### config.mk
export PLATFORM = sky130hd
export DESIGN_NAME = i2s_capture_rpi_out
export DESIGN_NICKNAME = d
export VERILOG_FILES = /design/src/rtl/i2s_capture_rpi_out.sv
export SDC_FILE = /design/constraint.sdc
export NUM_CORES = 1
export LEC_CHECK = 0
export BUFFER_PORTS_ARGS = -buffer_cell sky130_fd_sc_hd__buf_2
export CAP_MARGIN = 20
export CORE_MARGIN = 2
export CORE_UTILIZATION = 62
export CTS_CLUSTER_SIZE = 25
export DETAILED_ROUTE_END_ITERATION = 10
export HOLD_SLACK_MARGIN = 0.05
export PLACE_DENSITY = 0.82
export SKIP_LAST_GASP = 1
export SYNTH_ARGS = -nofsm -noshare
export SYNTH_HDL_FRONTEND = slang
export SYNTH_SLANG_ARGS = --single-unit
### constraint.sdc
create_clock -name clk -period 3.87 [get_ports clk]
set_input_delay 0.387 -clock clk [delete_from_list [all_inputs] [get_ports clk]]
set_output_delay 0.387 -clock clk [all_outputs]
set_load 0.05 [all_outputs]
### src/rtl/i2s_capture_rpi_out.sv
`default_nettype none
// ============================================================================
//  Module      : i2s_capture_rpi_out
//  Description : Captures stereo I2S frames from an ADC into a small FIFO and
//                serialises them MSB first to the Raspberry Pi read link.
//  Revision    : 1.0 - initial release
// ============================================================================
module i2s_capture_rpi_out #(
    parameter int WIDTH      = 16,
    parameter int FIFO_DEPTH = 4
) (
    input  logic                          clk,
    input  logic                          rst_n,
    input  logic                          i2s_bclk,
    input  logic                          i2s_lrclk,
    input  logic                          i2s_sdata,
    input  logic                          rpi_clk,
    input  logic                          rpi_enable,
    output logic                          rpi_serial,
    output logic                          rpi_interrupt,
    output logic                          overflow,
    output logic [$clog2(FIFO_DEPTH):0]   fill
);

    localparam int c_ADDR_W = $clog2(FIFO_DEPTH);
    localparam int c_FILL_W = c_ADDR_W + 1;
    localparam int c_CNT_W  = $clog2(WIDTH + 2);
    localparam int c_FRAME_W = 2 * WIDTH;
    localparam logic [c_CNT_W-1:0]  c_CNT_ONE  = c_CNT_W'(1);
    localparam logic [c_CNT_W-1:0]  c_CNT_LAST = c_CNT_W'(WIDTH);
    localparam logic [c_FILL_W-1:0] c_FILL_MAX = c_FILL_W'(FIFO_DEPTH);

    // bit positions inside the synchroniser vectors
    localparam int c_B  = 0;
    localparam int c_L  = 1;
    localparam int c_D  = 2;
    localparam int c_RC = 3;
    localparam int c_EN = 4;

    logic [4:0]                r_sync1;
    logic [4:0]                r_sync2;
    logic [4:0]                r_sync3;
    logic                      r_bclk_rise;
    logic                      r_rclk_fall;
    logic                      r_en_rise;
    logic                      r_en_fall;

    logic [c_CNT_W-1:0]        r_cnt;
    logic                      r_lr_prev;
    logic [WIDTH-1:0]          r_shift;
    logic [WIDTH-1:0]          r_left_hold;
    logic                      r_left_valid;

    logic [c_FRAME_W-1:0]      r_mem [FIFO_DEPTH];
    logic [c_ADDR_W-1:0]       r_wr_ptr;
    logic [c_ADDR_W-1:0]       r_rd_ptr;
    logic [c_FILL_W-1:0]       r_fill;
    logic                      r_irq;
    logic                      r_overflow;
    logic [c_FRAME_W-1:0]      r_out;

    logic                      w_lr;
    logic                      w_sd;
    logic [WIDTH-1:0]          w_word;
    logic                      w_in_slot;
    logic                      w_push;
    logic [c_FRAME_W-1:0]      w_push_data;
    logic                      w_full;
    logic                      w_pop;
    logic                      w_wr;
    logic                      w_drop;
    logic [c_FILL_W-1:0]       w_fill_next;

    // Three stages: two for metastability, the third feeds the edge detectors.
    always_ff @(posedge clk or negedge rst_n) begin
        if (!rst_n) begin
            r_sync1     <= '0;
            r_sync2     <= '0;
            r_sync3     <= '0;
            r_bclk_rise <= 1'b0;
            r_rclk_fall <= 1'b0;
            r_en_rise   <= 1'b0;
            r_en_fall   <= 1'b0;
        end else begin
            r_sync1     <= {rpi_enable, rpi_clk, i2s_sdata, i2s_lrclk, i2s_bclk};
            r_sync2     <= r_sync1;
            r_sync3     <= r_sync2;
            r_bclk_rise <= r_sync2[c_B] & ~r_sync3[c_B];
            r_rclk_fall <= ~r_sync2[c_RC] & r_sync3[c_RC];
            r_en_rise   <= r_sync2[c_EN] & ~r_sync3[c_EN];
            r_en_fall   <= ~r_sync2[c_EN] & r_sync3[c_EN];
        end
    end

    // During a strobe cycle the third stage holds lrclk/sdata from the same snapshot as the bclk edge.
    assign w_lr        = r_sync3[c_L];
    assign w_sd        = r_sync3[c_D];
    assign w_word      = {r_shift[WIDTH-2:0], w_sd};
    assign w_in_slot   = (r_cnt >= c_CNT_ONE) && (r_cnt <= c_CNT_LAST);
    assign w_push      = r_bclk_rise && (w_lr == r_lr_prev) && w_lr &&
                         (r_cnt == c_CNT_LAST) && r_left_valid;
    assign w_push_data = {r_left_hold, w_word};

    always_ff @(posedge clk or negedge rst_n) begin
        if (!rst_n) begin
            r_cnt        <= '0;
            r_lr_prev    <= 1'b1;
            r_shift      <= '0;
            r_left_hold  <= '0;
            r_left_valid <= 1'b0;
        end else if (r_bclk_rise) begin
            if (w_lr != r_lr_prev) begin
                r_cnt     <= c_CNT_ONE;
                r_lr_prev <= w_lr;
                if (!r_lr_prev && (r_cnt <= c_CNT_LAST)) begin
                    r_left_valid <= 1'b0;
                end
            end else if (w_in_slot) begin
                r_shift <= w_word;
                r_cnt   <= r_cnt + c_CNT_ONE;
                if (r_cnt == c_CNT_LAST) begin
                    if (!w_lr) begin
                        r_left_hold  <= w_word;
                        r_left_valid <= 1'b1;
                    end else begin
                        r_left_valid <= 1'b0;
                    end
                end
            end
        end
    end

    assign w_full = (r_fill == c_FILL_MAX);
    assign w_pop  = r_en_rise && (r_fill != '0);
    assign w_wr   = w_push && (!w_full || w_pop);
    assign w_drop = w_push && w_full && !w_pop;

    always_comb begin
        w_fill_next = r_fill;
        unique case ({w_wr, w_pop})
            2'b10:   w_fill_next = r_fill + c_FILL_W'(1);
            2'b01:   w_fill_next = r_fill - c_FILL_W'(1);
            default: w_fill_next = r_fill;
        endcase
    end

    always_ff @(posedge clk) begin
        if (w_wr) begin
            r_mem[r_wr_ptr] <= w_push_data;
        end
    end

    always_ff @(posedge clk or negedge rst_n) begin
        if (!rst_n) begin
            r_wr_ptr   <= '0;
            r_rd_ptr   <= '0;
            r_fill     <= '0;
            r_irq      <= 1'b0;
            r_overflow <= 1'b0;
            r_out      <= '0;
        end else begin
            if (w_wr) begin
                r_wr_ptr <= r_wr_ptr + c_ADDR_W'(1);
            end
            if (w_pop) begin
                r_rd_ptr <= r_rd_ptr + c_ADDR_W'(1);
            end
            r_fill <= w_fill_next;
            r_irq  <= (w_fill_next != '0);

            if (w_drop) begin
                r_overflow <= 1'b1;
            end else if (r_en_rise) begin
                r_overflow <= 1'b0;
            end

            // An abandoned frame is flushed so the line idles at zero.
            if (r_en_rise) begin
                r_out <= w_pop ? r_mem[r_rd_ptr] : '0;
            end else if (r_en_fall) begin
                r_out <= '0;
            end else if (r_rclk_fall && r_sync2[c_EN]) begin
                r_out <= {r_out[c_FRAME_W-2:0], 1'b0};
            end
        end
    end

    assign rpi_serial    = r_out[c_FRAME_W-1] & r_sync2[c_EN];
    assign rpi_interrupt = r_irq;
    assign overflow      = r_overflow;
    assign fill          = r_fill;

endmodule
`default_nettype wire

==> reports/results.tsv <==
metric	value	unit
use_met2	0.4116	
slew_violations	0	
cp.required	4240	ps
p_int	4.347	mW
synth_area	8758	um^2
maxCapViolCount	0	
row_count	43	
grt_max_degree	82	
crit_start	r_lr_prev$_DFFE_PN1P_	
vias	4546	
die_w	122.9	um
synth-edff-count	128	
irDropWorstVdd	0.4048	mV
syn_to_final_growth	13.77	%
start_util	0.6334	
status	finished, final reports clean	
hpwl	8.820	mm
grt_pass1_vias	4764	
r2r-end	rpi_interrupt$_DFF_PN0_	
drive_above_1_share	0.2639	
antenna_found_initial	0	
critPathLaunchType	register	
seqPwrFrac	0.507	
nets	538	
final_cell_mix	edfxtp_1, dfrtp_1, inv_1, mux4_2, a222oi_1	
dieHeight	122.9	um
grt-ovfl-total	0	
clock_power_share	0.440	
grt.total_usage	0.2333	
dp_worst_setup_slack	496.0	ps
fin_hold_ws	279.0	ps
yosysTopAreaCell	edfxtp_1	
die_area	15090	um^2
grt_busiest_layer	met2	
ys_warn_count	0	
rr_startpoint	r_lr_prev$_DFFE_PN1P_	
cts_num_sinks	226	
synth_area_leaders	edfxtp_1, dfrtp_1, mux4_2	
clkLatencyLatePin	500	ps
ff2ff_path_depth	10	
first_pass_iters	6	
final_core_util	0.7207	
use_met3	0.03113	
combPwrFrac	0.053	
routabilityCongestion	0.8237	
seq_area_frac_synth	0.7190	
cts_tree	yes	
cts_root_buf	clkbuf_16	
power_density	550.9	nW/um^2
timing.reg2reg.setup_slack	460	ps
relSlewSlack	0.2981	
drc	0	
power.total	5.490	mW
hold_class	in2async	
ys_seq_elements	226	
cp_max_fo	11	
fill_cells	768	
worst_clock_skew	10.01	ps
drtAntennaViolNets	0	
endpoint_kind	register	
drt-total-wl	16.48	mm
grt_use_met1	0.3052	
drt_iter0_markers	528	
hold_viol_final	0	
diodes	0	
coreArea	13830	um^2
finalCriticalPeriod	3412	ps
path_clk_slew	60	ps
async_flop_share	0.4336	
fmax	0.2931	GHz
grt_pass1_wl	26.18	mm
setup_viol	0	
swShare	0.2081	
path_class	reg2reg	
worstMarginPinSlew	1050	ps
syn-num-nets	510	
final_common_cell	edfxtp_1	
tns	0	ps
syn_area_per_cell	17.73	um^2
period_share	0.8816	
cts.htree.levels	1	
yosys.area.top_type_share	0.4389	
ioPinCount	13	
grt_setup_unrepaired	false	
ys.flop_type	edfxtp_1	
p_sw	1.142	mW
cts_buffer_depth	3	
postLayoutSetupSlackWorst	458.1	ps
via_per_inst	6.331	
power.leakage	3.981	nW
io_buffers	12	
cts_buffers	23	
synth_cell_type_count	51	
arrival	3780	ps
synthCells	494	
wl_per_cell	22.96	um
## power groups by stage
stage	registers (mW)	logic [mW]	clock network (mW)
2_1_floorplan	2.78	0.217	0
3_3_place_gp	2.82	0.262	0
3_5_place_dp	2.83	0.280	0
4_1_cts	2.78	0.286	2.45
5_1_grt	2.80	0.317	2.55
6_report	2.78	0.289	2.42
## cells by family (layout without fill, tap and decap cells)
family,count (synthesis),in the layout,synth area share
multiplexers,65,65,0.1281
AND/OR/NAND/NOR,62,62,0.04457
XOR/XNOR,4,4,0.004000
flip-flops,226,226,0.7190
buffers and inverters,66,110,0.03043
AO/OA/AOI/OAI,62,62,0.06014
adder cells (fa/ha/maj),9,9,0.01371
## worst max-delay path, stage by stage, from the launching register on
cell,delay [ps]
dfstp_2,530
inv_1,50
ha_1,400
nand4b_2,390
nor2_1,230
nor2_1,80
fa_1,500
and2b_1,280
or4b_2,590
o21ai_0,170
nor3_1,70
## how the worst max path moves through the flow
stage	to	slack, ps	cells after the start
after floorplan	rpi_interrupt$_DFF_PN0_	690	10
after global placement	rpi_interrupt$_DFF_PN0_	660	10
after detailed placement	rpi_interrupt$_DFF_PN0_	500	10
after CTS	rpi_interrupt$_DFF_PN0_	480	10
after global routing	rpi_interrupt$_DFF_PN0_	310	10
final	rpi_interrupt$_DFF_PN0_	460	10
## layout make-up
| type | instances | area (um^2) | area share |
|---|---|---|---|
| clock inverter | 12 | 215.2 | 0.02160 |
| sequential | 226 | 6299 | 0.6321 |
| inverter | 38 | 142.6 | 0.01431 |
| clock buffer | 29 | 628.1 | 0.06303 |
| tap | 180 | 225.2 | 0.02260 |
| multi-input combinational | 202 | 2215 | 0.2222 |
| timing repair buffer | 31 | 240.2 | 0.02411 |
## synthesized netlist by cell type, drive strengths merged, types with 10 or more instances
cell type / count
mux2: 33
clkbuf: 20
nor2: 10
a222oi: 31
inv: 38
mux4: 32
dfrtp: 97
nand2: 10
edfxtp: 128
## metrics by stage
stage          cells  cell area (um^2)
2_1_floorplan    494              8758
3_3_place_gp     670              9034
3_5_place_dp     670              9034
4_1_cts          716              9927
5_1_grt          718              9965
6_report         718              9965
## flip-flops by register name, indices dropped and copies added, names as in the netlist
name / count
r_bclk_rise: 1
overflow: 1
r_sync3: 5
r_en_rise: 1
rpi_interrupt: 1
r_cnt: 5
fill: 3
r_left_valid: 1
r_left_hold: 16
r_mem: 128
r_sync2: 5
r_en_fall: 1
r_out: 32
r_wr_ptr: 2
r_rclk_fall: 1
r_sync1: 5
r_lr_prev: 1
r_shift: 15
r_rd_ptr: 2
## layer usage
layer  routed length, um  share of wire  up-vias
li1                    -              -     1971
met1                6352           0.39     2390
met2                8953           0.54      157
met3                 806          0.049       28
met4                 372          0.023        0
met5                   0              0        -
## repair_timing
action,4_1_cts,5_1_grt
setup buffers,0,0
hold endpoints to repair,5,9
resized for setup,0,0
hold buffers,5,1
No activity file was read; power rests on OpenSTA's default activity.
